<file path="src/rtl/tag_stream_feeder.sv">
// Stripe-stage feeder: broadcasts job config, walks two strided tag/address
// sequences, and streams SRAM operand pairs through a 1-entry skid buffer.
// Optional stall perf counter is built when STREAM_PERF_CNT_EN is defined.
module tag_stream_feeder #(
    parameter int unsigned DataWidth  = 32,
    parameter int unsigned BlockWidth = 128,
    parameter int unsigned TagWidth   = 12,
    parameter int unsigned InstrWidth = 7
) (
    input  logic                  clk,
    input  logic                  rst,
    input  logic                  start,
    input  logic [InstrWidth-1:0] cfg_instr,
    input  logic [TagWidth-1:0]   cfg_tag_a,
    input  logic [TagWidth-1:0]   cfg_tag_b,
    input  logic [TagWidth-1:0]   cfg_stride_a,
    input  logic [TagWidth-1:0]   cfg_stride_b,
    input  logic [TagWidth-1:0]   cfg_iter_lim,
    input  logic                  stall,
    output logic                  mem_rd_en,
    output logic [TagWidth-1:0]   mem_rd_addr_a,
    output logic [TagWidth-1:0]   mem_rd_addr_b,
    input  logic [BlockWidth-1:0] mem_rd_data_a,
    input  logic [BlockWidth-1:0] mem_rd_data_b,
    output logic                  en_tag_write,
    output logic [TagWidth-1:0]   tagA_OUT,
    output logic [TagWidth-1:0]   tagB_OUT,
    output logic [TagWidth-1:0]   strideA_OUT,
    output logic [TagWidth-1:0]   strideB_OUT,
    output logic [TagWidth-1:0]   iter_lim_OUT,
    output logic [InstrWidth-1:0] instr_OUT,
    output logic [BlockWidth-1:0] d0_OUT,
    output logic [BlockWidth-1:0] d1_OUT,
    output logic                  valid_OUT,
    output logic                  busy,
    output logic                  done,
    output logic [31:0]           stall_cycles
);

    // Each operand block must split evenly into PE words.
    if (BlockWidth % DataWidth != 0) begin : g_bad_width
        $error("BlockWidth must be a multiple of DataWidth");
    end

    typedef enum logic [2:0] {StIdle, StCfg, StStream, StDrain, StFin} state_e;

    state_e r_state, w_state_next;

    logic [TagWidth-1:0]   r_cfg_tag_a, r_cfg_tag_b;
    logic [TagWidth-1:0]   r_stride_a, r_stride_b, r_iter_lim;
    logic [InstrWidth-1:0] r_instr;
    logic [TagWidth-1:0]   r_addr_a, r_addr_b, r_k;
    logic                  r_inflight;
    logic [TagWidth-1:0]   r_inf_tag_a, r_inf_tag_b;
    logic                  r_skid_vld;
    logic [TagWidth-1:0]   r_skid_tag_a, r_skid_tag_b;
    logic [BlockWidth-1:0] r_skid_d0, r_skid_d1;
    logic                  r_out_vld;
    logic [TagWidth-1:0]   r_out_tag_a, r_out_tag_b;
    logic [BlockWidth-1:0] r_out_d0, r_out_d1;

    logic w_start_job, w_issue, w_last_issue, w_drained, w_busy;

    assign w_start_job  = (r_state == StIdle) && start;
    // Hold issue while the skid buffer is occupied so it always drains first.
    assign w_issue      = (r_state == StStream) && !stall && !r_skid_vld;
    assign w_last_issue = w_issue && (r_k == r_iter_lim - TagWidth'(1));
    assign w_drained    = !r_inflight && !r_skid_vld && (!r_out_vld || !stall);
    assign w_busy       = (r_state != StIdle);

    always_ff @(posedge clk or negedge rst) begin
        if (!rst) begin
            r_state <= StIdle;
        end else begin
            r_state <= w_state_next;
        end
    end

    always_comb begin
        w_state_next = r_state;
        unique case (r_state)
            StIdle:   if (start) w_state_next = StCfg;
            StCfg:    w_state_next = (r_iter_lim == '0) ? StFin : StStream;
            StStream: if (w_last_issue) w_state_next = StDrain;
            StDrain:  if (w_drained) w_state_next = StFin;
            StFin:    w_state_next = StIdle;
            default:  w_state_next = StIdle;
        endcase
    end

    always_comb begin
        en_tag_write = (r_state == StCfg);
        busy         = w_busy;
        done         = (r_state == StFin);
        mem_rd_en    = w_issue;
        tagA_OUT     = (r_state == StCfg) ? r_cfg_tag_a : r_out_tag_a;
        tagB_OUT     = (r_state == StCfg) ? r_cfg_tag_b : r_out_tag_b;
    end

    assign mem_rd_addr_a = r_addr_a;
    assign mem_rd_addr_b = r_addr_b;
    assign strideA_OUT   = r_stride_a;
    assign strideB_OUT   = r_stride_b;
    assign iter_lim_OUT  = r_iter_lim;
    assign instr_OUT     = r_instr;
    assign d0_OUT        = r_out_d0;
    assign d1_OUT        = r_out_d1;
    assign valid_OUT     = r_out_vld;

    // Job config and running address adders.
    always_ff @(posedge clk or negedge rst) begin
        if (!rst) begin
            r_cfg_tag_a <= '0;
            r_cfg_tag_b <= '0;
            r_stride_a  <= '0;
            r_stride_b  <= '0;
            r_iter_lim  <= '0;
            r_instr     <= '0;
            r_addr_a    <= '0;
            r_addr_b    <= '0;
            r_k         <= '0;
        end else if (w_start_job) begin
            r_cfg_tag_a <= cfg_tag_a;
            r_cfg_tag_b <= cfg_tag_b;
            r_stride_a  <= cfg_stride_a;
            r_stride_b  <= cfg_stride_b;
            r_iter_lim  <= cfg_iter_lim;
            r_instr     <= cfg_instr;
            r_addr_a    <= cfg_tag_a;
            r_addr_b    <= cfg_tag_b;
            r_k         <= '0;
        end else if (w_issue) begin
            r_addr_a <= r_addr_a + r_stride_a;
            r_addr_b <= r_addr_b + r_stride_b;
            r_k      <= r_k + TagWidth'(1);
        end
    end

    // Return path: in-flight read -> output register, or skid buffer under stall.
    always_ff @(posedge clk or negedge rst) begin
        if (!rst) begin
            r_inflight   <= 1'b0;
            r_inf_tag_a  <= '0;
            r_inf_tag_b  <= '0;
            r_skid_vld   <= 1'b0;
            r_skid_tag_a <= '0;
            r_skid_tag_b <= '0;
            r_skid_d0    <= '0;
            r_skid_d1    <= '0;
            r_out_vld    <= 1'b0;
            r_out_tag_a  <= '0;
            r_out_tag_b  <= '0;
            r_out_d0     <= '0;
            r_out_d1     <= '0;
        end else begin
            r_inflight <= w_issue;
            if (w_issue) begin
                r_inf_tag_a <= r_addr_a;
                r_inf_tag_b <= r_addr_b;
            end
            if (stall) begin
                if (r_inflight) begin
                    r_skid_vld   <= 1'b1;
                    r_skid_tag_a <= r_inf_tag_a;
                    r_skid_tag_b <= r_inf_tag_b;
                    r_skid_d0    <= mem_rd_data_a;
                    r_skid_d1    <= mem_rd_data_b;
                end
            end else if (r_skid_vld) begin
                r_skid_vld  <= 1'b0;
                r_out_vld   <= 1'b1;
                r_out_tag_a <= r_skid_tag_a;
                r_out_tag_b <= r_skid_tag_b;
                r_out_d0    <= r_skid_d0;
                r_out_d1    <= r_skid_d1;
            end else if (r_inflight) begin
                r_out_vld   <= 1'b1;
                r_out_tag_a <= r_inf_tag_a;
                r_out_tag_b <= r_inf_tag_b;
                r_out_d0    <= mem_rd_data_a;
                r_out_d1    <= mem_rd_data_b;
            end else begin
                r_out_vld <= 1'b0;
            end
        end
    end

`ifdef STREAM_PERF_CNT_EN
    logic [31:0] r_stall_cnt;

    always_ff @(posedge clk or negedge rst) begin
        if (!rst) begin
            r_stall_cnt <= '0;
        end else if (w_start_job) begin
            r_stall_cnt <= '0;
        end else if (w_busy && stall && (r_stall_cnt != '1)) begin
            r_stall_cnt <= r_stall_cnt + 32'd1;
        end
    end

    assign stall_cycles = r_stall_cnt;
`else
    assign stall_cycles = '0;
`endif

endmodule

</file>
<file path="config.mk">
export PLATFORM = sky130hd
export DESIGN_NAME = tag_stream_feeder
export DESIGN_NICKNAME = d
export VERILOG_FILES = /design/src/rtl/tag_stream_feeder.sv
export SDC_FILE = /design/constraint.sdc
export NUM_CORES = 1
export LEC_CHECK = 0
export BUFFER_PORTS_ARGS = -buffer_cell sky130_fd_sc_hd__buf_2
export CAP_MARGIN = 20
export CORE_AREA = 4 4 273 275
export DETAILED_ROUTE_END_ITERATION = 8
export DIE_AREA = 0 0 277 279
export GPL_TIMING_DRIVEN = 0
export PLACE_DENSITY = 0.69
export SLEW_MARGIN = 30
export SYNTH_ARGS = -nofsm -noshare
export SYNTH_HDL_FRONTEND = slang
export SYNTH_SLANG_ARGS = --single-unit
export TNS_END_PERCENT = 10
</file>
<file path="constraint.sdc">
create_clock -name clk -period 2.6 [get_ports clk]
set_input_delay 0.13 -clock clk [delete_from_list [all_inputs] [get_ports clk]]
set_output_delay 0.13 -clock clk [all_outputs]
set_load 0.005 [all_outputs]
</file>
# Word level (Yosys, flattened, before mapping)
# Index checks and enable logic that the tools add are counted.
dict set report word_totals {
  inputBits 327
  elab_cells 81
  out_inout_bits 384
  register_bits 693
}
dict set report op_classes {
  reduce_logical 19
  n_mux 25
  bitwise 1
  n_eq_ne 9
  add_sub_neg 4
}
# operator n
set op_table {}
lappend op_table {{two-way mux 128 bit} 4}
lappend op_table {{two-way mux 12 bit} 12}
lappend op_table {{adder 12 bit} 2}
lappend op_table {{adder 12 x 1 -> 12 bit (second input constant)} 1}
lappend op_table {{== test 12 bit} 1}
lappend op_table {{zero test 12 bit} 1}
lappend op_table {{two-way mux 3 bit} 4}
lappend op_table {{one-hot mux 3 bit (4 select lines)} 1}
lappend op_table {{subtractor 12 x 1 -> 12 bit (second input constant)} 1}
lappend op_table {{== test 3 x 2 -> 1 bit (second input constant)} 2}
lappend op_table {{logical AND 1 bit} 6}
lappend op_table {{inequality test 2 bit (second input constant)} 3}
lappend op_table {{zero test 1 bit} 4}
lappend op_table {{two-way mux 1 bit} 4}
lappend op_table {{AND reduction 2 bit} 2}
lappend op_table {{nonzero test 2 bit} 2}
lappend op_table {{== test 3 x 1 -> 1 bit (second input constant)} 1}
lappend op_table {{== test 3 bit (second input constant)} 1}
lappend op_table {{zero test 3 bit} 1}
lappend op_table {{AND reduction 3 bit} 1}
lappend op_table {{nonzero test 3 bit} 1}
lappend op_table {{inequality test 2 x 1 -> 1 bit (second input constant)} 1}
lappend op_table {{logical OR 1 bit} 1}
lappend op_table {{inverter 1 bit} 1}

# Logic depth before layout (Yosys ltp)
# Gate-level depths: netlist of run 1.
dict set report depth {
  ltp_word 6
  depth_mapped 10
  depth_no_buf 10
}

# Worst setup path before layout of run 1
# No wires, ideal clock.
dict set report synth_path {
  path_kind {reg-to-reg}
  startpoint {register r_addr_a[0] (netlist: mem_rd_addr_a[0])}
  endpoint {register r_addr_a[10] (netlist: mem_rd_addr_a[10])}
  path_stages_with_launch 11
  n_path_buf 0
  period_less_slack_ns 2.045
  t_arrival_ns 1.915
  slack_ns 0.555
  t_required_ns 2.470
  setup_time_ns 0.130
  cell_sequence {dfrtp_1 -> ha_1 -> inv_1 -> fa_1 -> nor2b_1 -> o21a_1 -> nor2_1 -> o211ai_1 -> a311oi_1 -> xor2_1 -> o21ai_1}
}
dict set report synth_between {
  elab_chain_len 3
}
# element line_no
set synth_rtl {}
lappend synth_rtl {{start: declaration} 52} ;# logic [TagWidth-1:0] r_addr_a, r_addr_b, r_k;
lappend synth_rtl {{start signal: assignment} 129} ;# r_addr_a <= cfg_tag_a;
lappend synth_rtl {{start signal: assignment} 133} ;# r_addr_a <= r_addr_a + r_stride_a;
lappend synth_rtl {{adder 12 bit} 133}
lappend synth_rtl {{two-way mux 12 bit} 132} ;# end else if (w_issue) begin
lappend synth_rtl {{two-way mux 12 bit} 122} ;# end else if (w_start_job) begin
# Every way passes these cells. The select of a mux whose other input is x is not followed.
# A chain may end at the register's enable or synchronous reset.

# Worst setup path after layout of run 1
dict set report layout_path {
  startpoint {register r_state[2]}
  endpoint {output tagA_OUT[10]}
}
dict set report layout_between {
  elab_chain_len 2
}
# element line_no
set layout_rtl {}
lappend layout_rtl {{start: declaration} 47} ;# state_e r_state, w_state_next;
lappend layout_rtl {{start signal: assignment} 73} ;# r_state <= StIdle;
lappend layout_rtl {{start signal: assignment} 75} ;# r_state <= w_state_next;
lappend layout_rtl {{== test 3 x 1 -> 1 bit} 96} ;# tagA_OUT = (r_state == StCfg) ? r_cfg_tag_a : r_out_tag_a;
lappend layout_rtl {{two-way mux 12 bit} 96}
lappend layout_rtl {{end: declaration} 26} ;# output logic [TagWidth-1:0] tagA_OUT,
# Every way passes these cells.

==> flow_metrics.py, run 1 <==
metrics = {
    "global_route": {
        "grt_pass1_wl_mm": 149,
        "track_usage_pct": 24.5,
        "grt_max_degree": 118,
        "grt-ovfl-total": 0,
        "grt_pass1_vias": 25600,
        "antenna_found_initial": 12,
    },
    "min_path": {
        "hold_depth": 4,
        "hold_start": "cfg_instr[0]",
        "min_to": "instr_OUT[0]$_DFFE_PN0P_",
        "hold_path_class": "in2reg",
    },
    "clock_tree": {
        "tritoncts": "built",
        "cts_buffers": 77,
        "cts.sinks": 693,
        "cts_buffer_depth": 3,
        "htreeDepth": 3,
        "path_clk_slew_ns": 0.06,
        "clk_latency_ns": 0.62,
        "ctsRootBufferMaster": "clkbuf_16",
    },
    "timing": {
        "grt_setup_unrepaired": "true",
        "setup_slack_ns": 0.117,
        "worst_pin_slew_ns": 0.877,
        "layout_min_cycle_time_ns": 2.48,
        "final_hold_viol_count": 0,
        "min_period_over_period_pct": 95.5,
        "setup_viol": 0,
        "slew_violations": 0,
        "finClkSkew_ns": 0.0407,
        "slew_headroom_pct": 41.5,
        "fmax_ghz": 0.403,
    },
    "worst_setup_path": {
        "critPathKind": "reg2out",
        "cp-end-kind": "primary output",
        "crit_path_max_incr_delay_ns": 0.44,
        "path_cells": "nand2b_1 > nor2_4 > buf_4 > mux2_2 > buf_2",
        "startpoint": "r_state[2]$_DFFE_PN0P_",
        "r2r_slack_ns": 0.13,
        "cp_slowest_cell": "dfrtp_1",
        "cp_max_fo": 10,
        "rr_endpoint": "mem_rd_addr_a[10]$_DFFE_PN0P_",
        "cp-start-kind": "flop",
        "r2r_start": "mem_rd_addr_a[0]$_DFFE_PN0P_",
        "arrival_ns": 2.35,
        "r2r_cells": 10,
        "worstPathRequired_ns": 2.47,
    },
    "run": {
        "maxCapViolations": 0,
    },
    "synth": {
        "avgSynthCellArea_sq_um": 11.5,
        "synthCells": 2600,
        "synth_edf_count": 0,
        "netlist_area_sq_um": 30000,
        "synth_warnings": 0,
        "synth_seq_area_share_pct": 57.9,
        "ys_types": 55,
        "synthFlopType": "dfrtp_1",
        "synth-seq-cells": 693,
        "synth-async-reset-ratio_pct": 100,
    },
    "placement": {
        "gp_congestion": 0.898,
        "io_buffer_count": 678,
        "dp_slack_ns": -0.501,
        "place_hpwl_mm": 68.8,
        "dp.cells": 4274,
    },
    "power": {
        "powerDensity_nw_per_um2": 1170,
        "p_leak_nw": 19.6,
        "power_mw": 47.7,
        "peakVddDrop_mv": 0.698,
    },
    "floorplanning": {
        "core_sq_um": 72300,
        "io_pins": 711,
        "start_util_pct": 41.4,
        "die_w_um": 277,
        "die_area_sq_um": 77300,
        "num_rows": 99,
        "fp.dieH_um": 279,
    },
    "routing": {
        "vias_per_cell": 5.15,
        "remaining_drc_errors": 0,
        "ant_nets": 0,
        "route.vias.total": 24483,
        "wire_per_inst_um": 20.5,
        "routed_wl_mm": 97.4,
        "drt_pre_antenna_iters": 5,
        "drt_iter0_drc": 1632,
    },
    "finish": {
        "final_cells": 4755,
        "area_growth_pct": 36.4,
        "nets": 4078,
        "n_fill_cell": 5978,
        "drive_gt1_share_pct": 31.9,
        "fin_util_pct": 56.5,
    },
    "status": {
        "status": "completed",
    },
}
-- worst max-delay path by stage --
stage | to | cells after the start
after floorplan | mem_rd_addr_a[10]$_DFFE_PN0P_ | 10
after global placement | strideA_OUT[0]$_DFFE_PN0P_ | 1
after detailed placement | r_out_tag_a[9]$_DFFE_PN0P_ | 8
after CTS | mem_rd_en | 7
after global routing | mem_rd_en | 7
final | tagA_OUT[10] | 5
-- per-layer routing --
layer	up-vias	routed length [um]	GRT usage [%]
li1	11130	-	-
met1	12194	39900	31.0
met2	885	47100	41.0
met3	272	5730	4.82
met4	2	4650	11.6
met5	-	20	0
-- flip-flops by register name, indices dropped and copies added (netlist names) --
name,cells
r_k,12
r_skid_d0,128
valid_OUT,1
r_inflight,1
iter_lim_OUT,12
d1_OUT,128
r_inf_tag_a,12
r_skid_tag_b,12
mem_rd_addr_a,12
r_inf_tag_b,12
r_cfg_tag_a,12
mem_rd_addr_b,12
strideB_OUT,12
r_skid_vld,1
instr_OUT,7
d0_OUT,128
r_out_tag_a,12
strideA_OUT,12
r_cfg_tag_b,12
r_skid_d1,128
r_state,3
r_skid_tag_a,12
r_out_tag_b,12
-- critical path: cells and delay by family, from the launching register on --
| family | cells | cell delay (ns) |
|---|---|---|
| DFF | 1 | 0.44 |
| and+or+nand+nor | 2 | 0.50 |
| muxes | 1 | 0.41 |
| buffers and inverters | 2 | 0.40 |
-- repair_timing --
action                                  CTS  global route
setup endpoints to repair               284           121
pin swaps                                 1             1
resized for setup                        13            13
hold buffers                            328             0
setup buffers                             2             0
endpoints found under the hold margin  1007             0
-- cell usage after synthesis (all sizes together), types with 2 or more instances --
master / count / area, sq um
dfrtp: 693 / 17300
nand2: 572 / 2150
mux2: 304 / 3420
o21ai: 303 / 1520
mux2i: 280 / 2800
clkbuf: 105 / 404
buf: 82 / 478
nor2: 41 / 159
ha: 25 / 313
a21oi: 23 / 115
xor2: 23 / 201
xnor2: 22 / 193
nand3: 14 / 80.1
inv: 13 / 51.3
a21o: 9 / 68.8
nor3: 8 / 40.0
a31oi: 7 / 56.3
o211ai: 7 / 52.6
and3: 6 / 37.5
nor2b: 6 / 37.5
nor3b: 5 / 37.5
a211oi: 4 / 30.0
a22oi: 4 / 30.0
a311oi: 4 / 35.0
and2: 4 / 25.0
nand4: 4 / 25.0
and4b: 3 / 30.0
nand2b: 3 / 18.8
o21a: 3 / 22.5
a21boi: 2 / 15.0
fa: 2 / 40.0
nor4: 2 / 12.5
o21bai: 2 / 15.0
o221ai: 2 / 17.5
o31ai: 2 / 15.0
o41ai: 2 / 17.5
or4: 2 / 15.0
-- where the power goes --
group	internal, mW	switching, mW	leakage (nW)
clock	6.69	4.57	1.28
combinational	8.01	9.23	9.77
sequential	15.9	3.34	8.57
total	30.6	17.2	19.6
-- layout make-up --
class / instances / area [sq um] / area share (%)
antenna: 11 / 27.5 / 0.0673
buffer: 187 / 915 / 2.24
clock buffer: 114 / 2270 / 5.55
clock inverter: 26 / 370 / 0.906
inverter: 13 / 51.3 / 0.125
multi-input combinational: 1738 / 11800 / 28.9
sequential: 693 / 17300 / 42.4
tap: 959 / 1200 / 2.93
timing repair buffer: 1014 / 6880 / 16.8
-- through the flow --
| step | area (sq um) | TNS, ns | hold slack (ns) |
|---|---|---|---|
| floorplan | 30100 | 0 | -0.166 |
| global placement | 34700 | -9432.58 | 0.322 |
| detailed placement | 34900 | -43.85 | 0.0544 |
| CTS | 40800 | -0.0261 | 0.202 |
| global route | 40900 | -0.00937 | 0.255 |
| finish | 40900 | 0 | 0.253 |
-- cells in the final DEF (no fill, tap or decap), types with 39 or more instances in the layout --
cell,count
buf_2,704
dfrtp_1,692
nand2_1,571
dlygate4sd3_1,327
mux2_2,304
o21ai_0,293
mux2i_1,280
clkbuf_1,111
clkbuf_16,79
buf_4,39
-- logic make-up after synthesis --
family	count (synthesis)	share of synthesized area (%)
AO/OA/AOI/OAI	376	6.77
XOR/XNOR	45	1.31
adder cells (fa/ha/maj)	27	1.18
buffers and inverters	200	3.11
flip-flops	693	57.9
multiplexers	584	20.8
other	1	0.0125
AND/OR/NAND/NOR	674	8.99
No activity file was read; power rests on OpenSTA's default activity.
==> inputs of run 2 (changes only) <==
Settings changed: CELL_PAD_IN_SITES_DETAIL_PLACEMENT set to 0, CELL_PAD_IN_SITES_GLOBAL_PLACEMENT set to 1, CORE_AREA 4 4 273 275 to unset, CORE_MARGIN set to 4, CORE_UTILIZATION set to 42, DIE_AREA 0 0 277 279 to unset, PLACE_DENSITY 0.69 to 0.81.
==> flow_metrics.py, run 2 (same netlist as run 1, synthesis figures left out) <==
metrics = {
    "status": {
        "status": "completed",
    },
    "worst_setup_path": {
        "cp_max_fo": 10,
        "path_buf_inv": 2,
        "cp-start-kind": "flop",
        "worstPathRequired_ns": 2.47,
        "cp_slowest_cell": "dfrtp_1",
        "cp-end-kind": "primary output",
        "critPathKind": "reg2out",
        "crit_family": "simple AND/OR/NAND/NOR gates",
        "r2r_start": "r_skid_vld$_DFFE_PN0P_",
        "crit_path_max_incr_delay_ns": 0.44,
        "path_cells": "nand2b_1 > nor2_4 > buf_4 > mux2_2 > buf_2",
        "startpoint": "r_state[2]$_DFFE_PN0P_",
        "arrival_ns": 2.36,
    },
    "clock_tree": {
        "cts.sinks": 693,
        "cts_setup_buffers": 0,
        "tritoncts": "built",
        "ctsRootBufferMaster": "clkbuf_16",
        "htreeDepth": 3,
        "path_clk_slew_ns": 0.06,
        "cts_buffers": 78,
        "cts_buffer_depth": 3,
        "clk_latency_ns": 0.62,
    },
    "placement": {
        "place_hpwl_mm": 68.3,
        "gp_congestion": 0.834,
        "dp.cells": 4255,
        "io_buffer_count": 678,
    },
    "routing": {
        "drt_pre_antenna_iters": 5,
        "drt_iter0_drc": 1375,
        "remaining_drc_errors": 0,
        "route.vias.total": 23662,
        "ant_nets": 0,
        "routed_wl_mm": 94.5,
        "wire_per_inst_um": 19.9,
        "vias_per_cell": 5.00,
    },
    "power": {
        "peakVddDrop_mv": 0.696,
        "p_int_mw": 30.3,
        "power_mw": 47.0,
        "combinationalPowerShare_pct": 36.5,
        "clkPwrFrac_pct": 23.3,
        "p_switching_mw": 16.7,
        "p_leak_nw": 19.6,
        "sw_frac_of_total_pct": 35.5,
        "powerDensity_nw_per_um2": 1150,
        "pwr-share-seq_pct": 40.2,
    },
    "min_path": {
        "hold_path_class": "in2reg",
        "hold_start": "start",
    },
    "finish": {
        "drive_gt1_share_pct": 31.8,
        "layout_commonest_cell": "buf_2",
        "layout_common_cells": "704 x buf_2, 693 x dfrtp_1, 572 x nand2_1, 325 x dlygate4sd3_1, 304 x mux2_2",
        "nets": 4074,
        "final_cells": 4736,
        "fin_util_pct": 57.9,
        "area_growth_pct": 36.0,
    },
    "timing": {
        "fmax_ghz": 0.402,
        "layout_min_cycle_time_ns": 2.49,
        "worst_pin_slew_ns": 0.978,
        "setup_viol": 0,
        "finClkSkew_ns": 0.0259,
        "min_period_over_period_pct": 95.7,
        "slew_violations": 0,
        "tns_ns": 0,
        "slew_headroom_pct": 34.8,
        "final_hold_viol_count": 0,
        "grt_setup_unrepaired": "false",
    },
    "floorplanning": {
        "num_rows": 97,
        "die_area_sq_um": 75700,
        "io_pins": 711,
        "start_util_pct": 42.6,
        "die_w_um": 275,
        "fp.dieH_um": 275,
        "core_sq_um": 70400,
    },
    "global_route": {
        "grt_pass1_vias": 24469,
        "track_usage_pct": 24.2,
        "grt_max_degree": 119,
        "antenna_found_initial": 15,
        "grt-ovfl-total": 0,
        "grt_pass1_wl_mm": 143,
    },
    "run": {
        "maxCapViolations": 0,
    },
}
## run 2: cell count changes in the layout (fill, tap and decap cells not counted), moves of 2 or more
cell / delta
buf_1: -3
buf_4: -2
bufinv_16: -4
clkbuf_1: -2
clkbuf_2: +4
clkbuf_8: +3
clkinv_2: +2
clkinv_8: -3
clkinvlp_4: -5
diode_2: +8
dlygate4sd3_1: -2
inv_16: +3
## run 2: power by group through the flow
stage / combinational, mW / sequential [mW] / clock (mW)
finish: 17.1 / 18.9 / 11.0
global route: 19.0 / 19.5 / 11.7
detailed placement: 16.7 / 19.0 / 0
floorplan: 9.94 / 18.5 / 0
global placement: 16.4 / 18.8 / 0
CTS: 17.3 / 18.8 / 11.2
## run 2: final timing paths
path,end,slack [ns],depth (start not counted)
setup reg to reg,d0_OUT[109]$_DFFE_PN0P_,0.15,5
setup / recovery,tagB_OUT[1],0.11,5
hold reg to reg,r_cfg_tag_a[11]$_DFFE_PN0P_,0.47,2
max in group asynchronous,mem_rd_addr_b[10]$_DFFE_PN0P_,0.81,5
min in group asynchronous,r_skid_d0[90]$_DFFE_PN0P_,0.07,3
hold / removal,r_state[0]$_DFFE_PN0P_,0.06,4
## run 2: metal layers
layer / wire [um] / GRT usage, % / share of wire (%) / vias to the layer above
met3: 5680 / 5.62 / 6.0 / 177
met5: 13 / 0 / 0.014 / -
met4: 3470 / 9.01 / 3.7 / 2
met2: 47600 / 42.5 / 50 / 694
met1: 37800 / 29.1 / 40 / 11669
li1: - / - / - / 11120
## run 2: layout make-up
type	instances	area, sq um
Fill cell	6011	29600
Antenna cell	19	47.5
Tap cell	940	1180
Inverter	13	51.3
Sequential cell	693	17300
Clock inverter	19	215
Multi-Input combinational cell	1738	11800
Buffer	186	916
Clock buffer	118	2330
Timing Repair Buffer	1010	6850
## run 2: worst register-to-register path, stage by stage, from the launching register on
cell,delay (ns)
dfrtp_1,0.38
buf_2,0.36
buf_2,0.40
clkbuf_1,0.66
mux2i_1,0.38
o21ai_0,0.13
## run 2: metrics by stage
stage	instance area [sq um]	hold slack [ns]	setup WS [ns]
after floorplan	30100	-0.166	0.555
after global placement	34700	0.320	-13.65
after detailed placement	34800	-0.0280	-0.280
after CTS	40700	0.0108	0.00540
after global routing	40700	0.0533	0.00600
final	40800	0.0615	0.111
## run 2: timing repair
item,CTS,global route
hold buffers,326,0
endpoints found under the hold margin,852,0
resized for setup,20,6
setup endpoints to repair,271,30
pin swaps,0,0
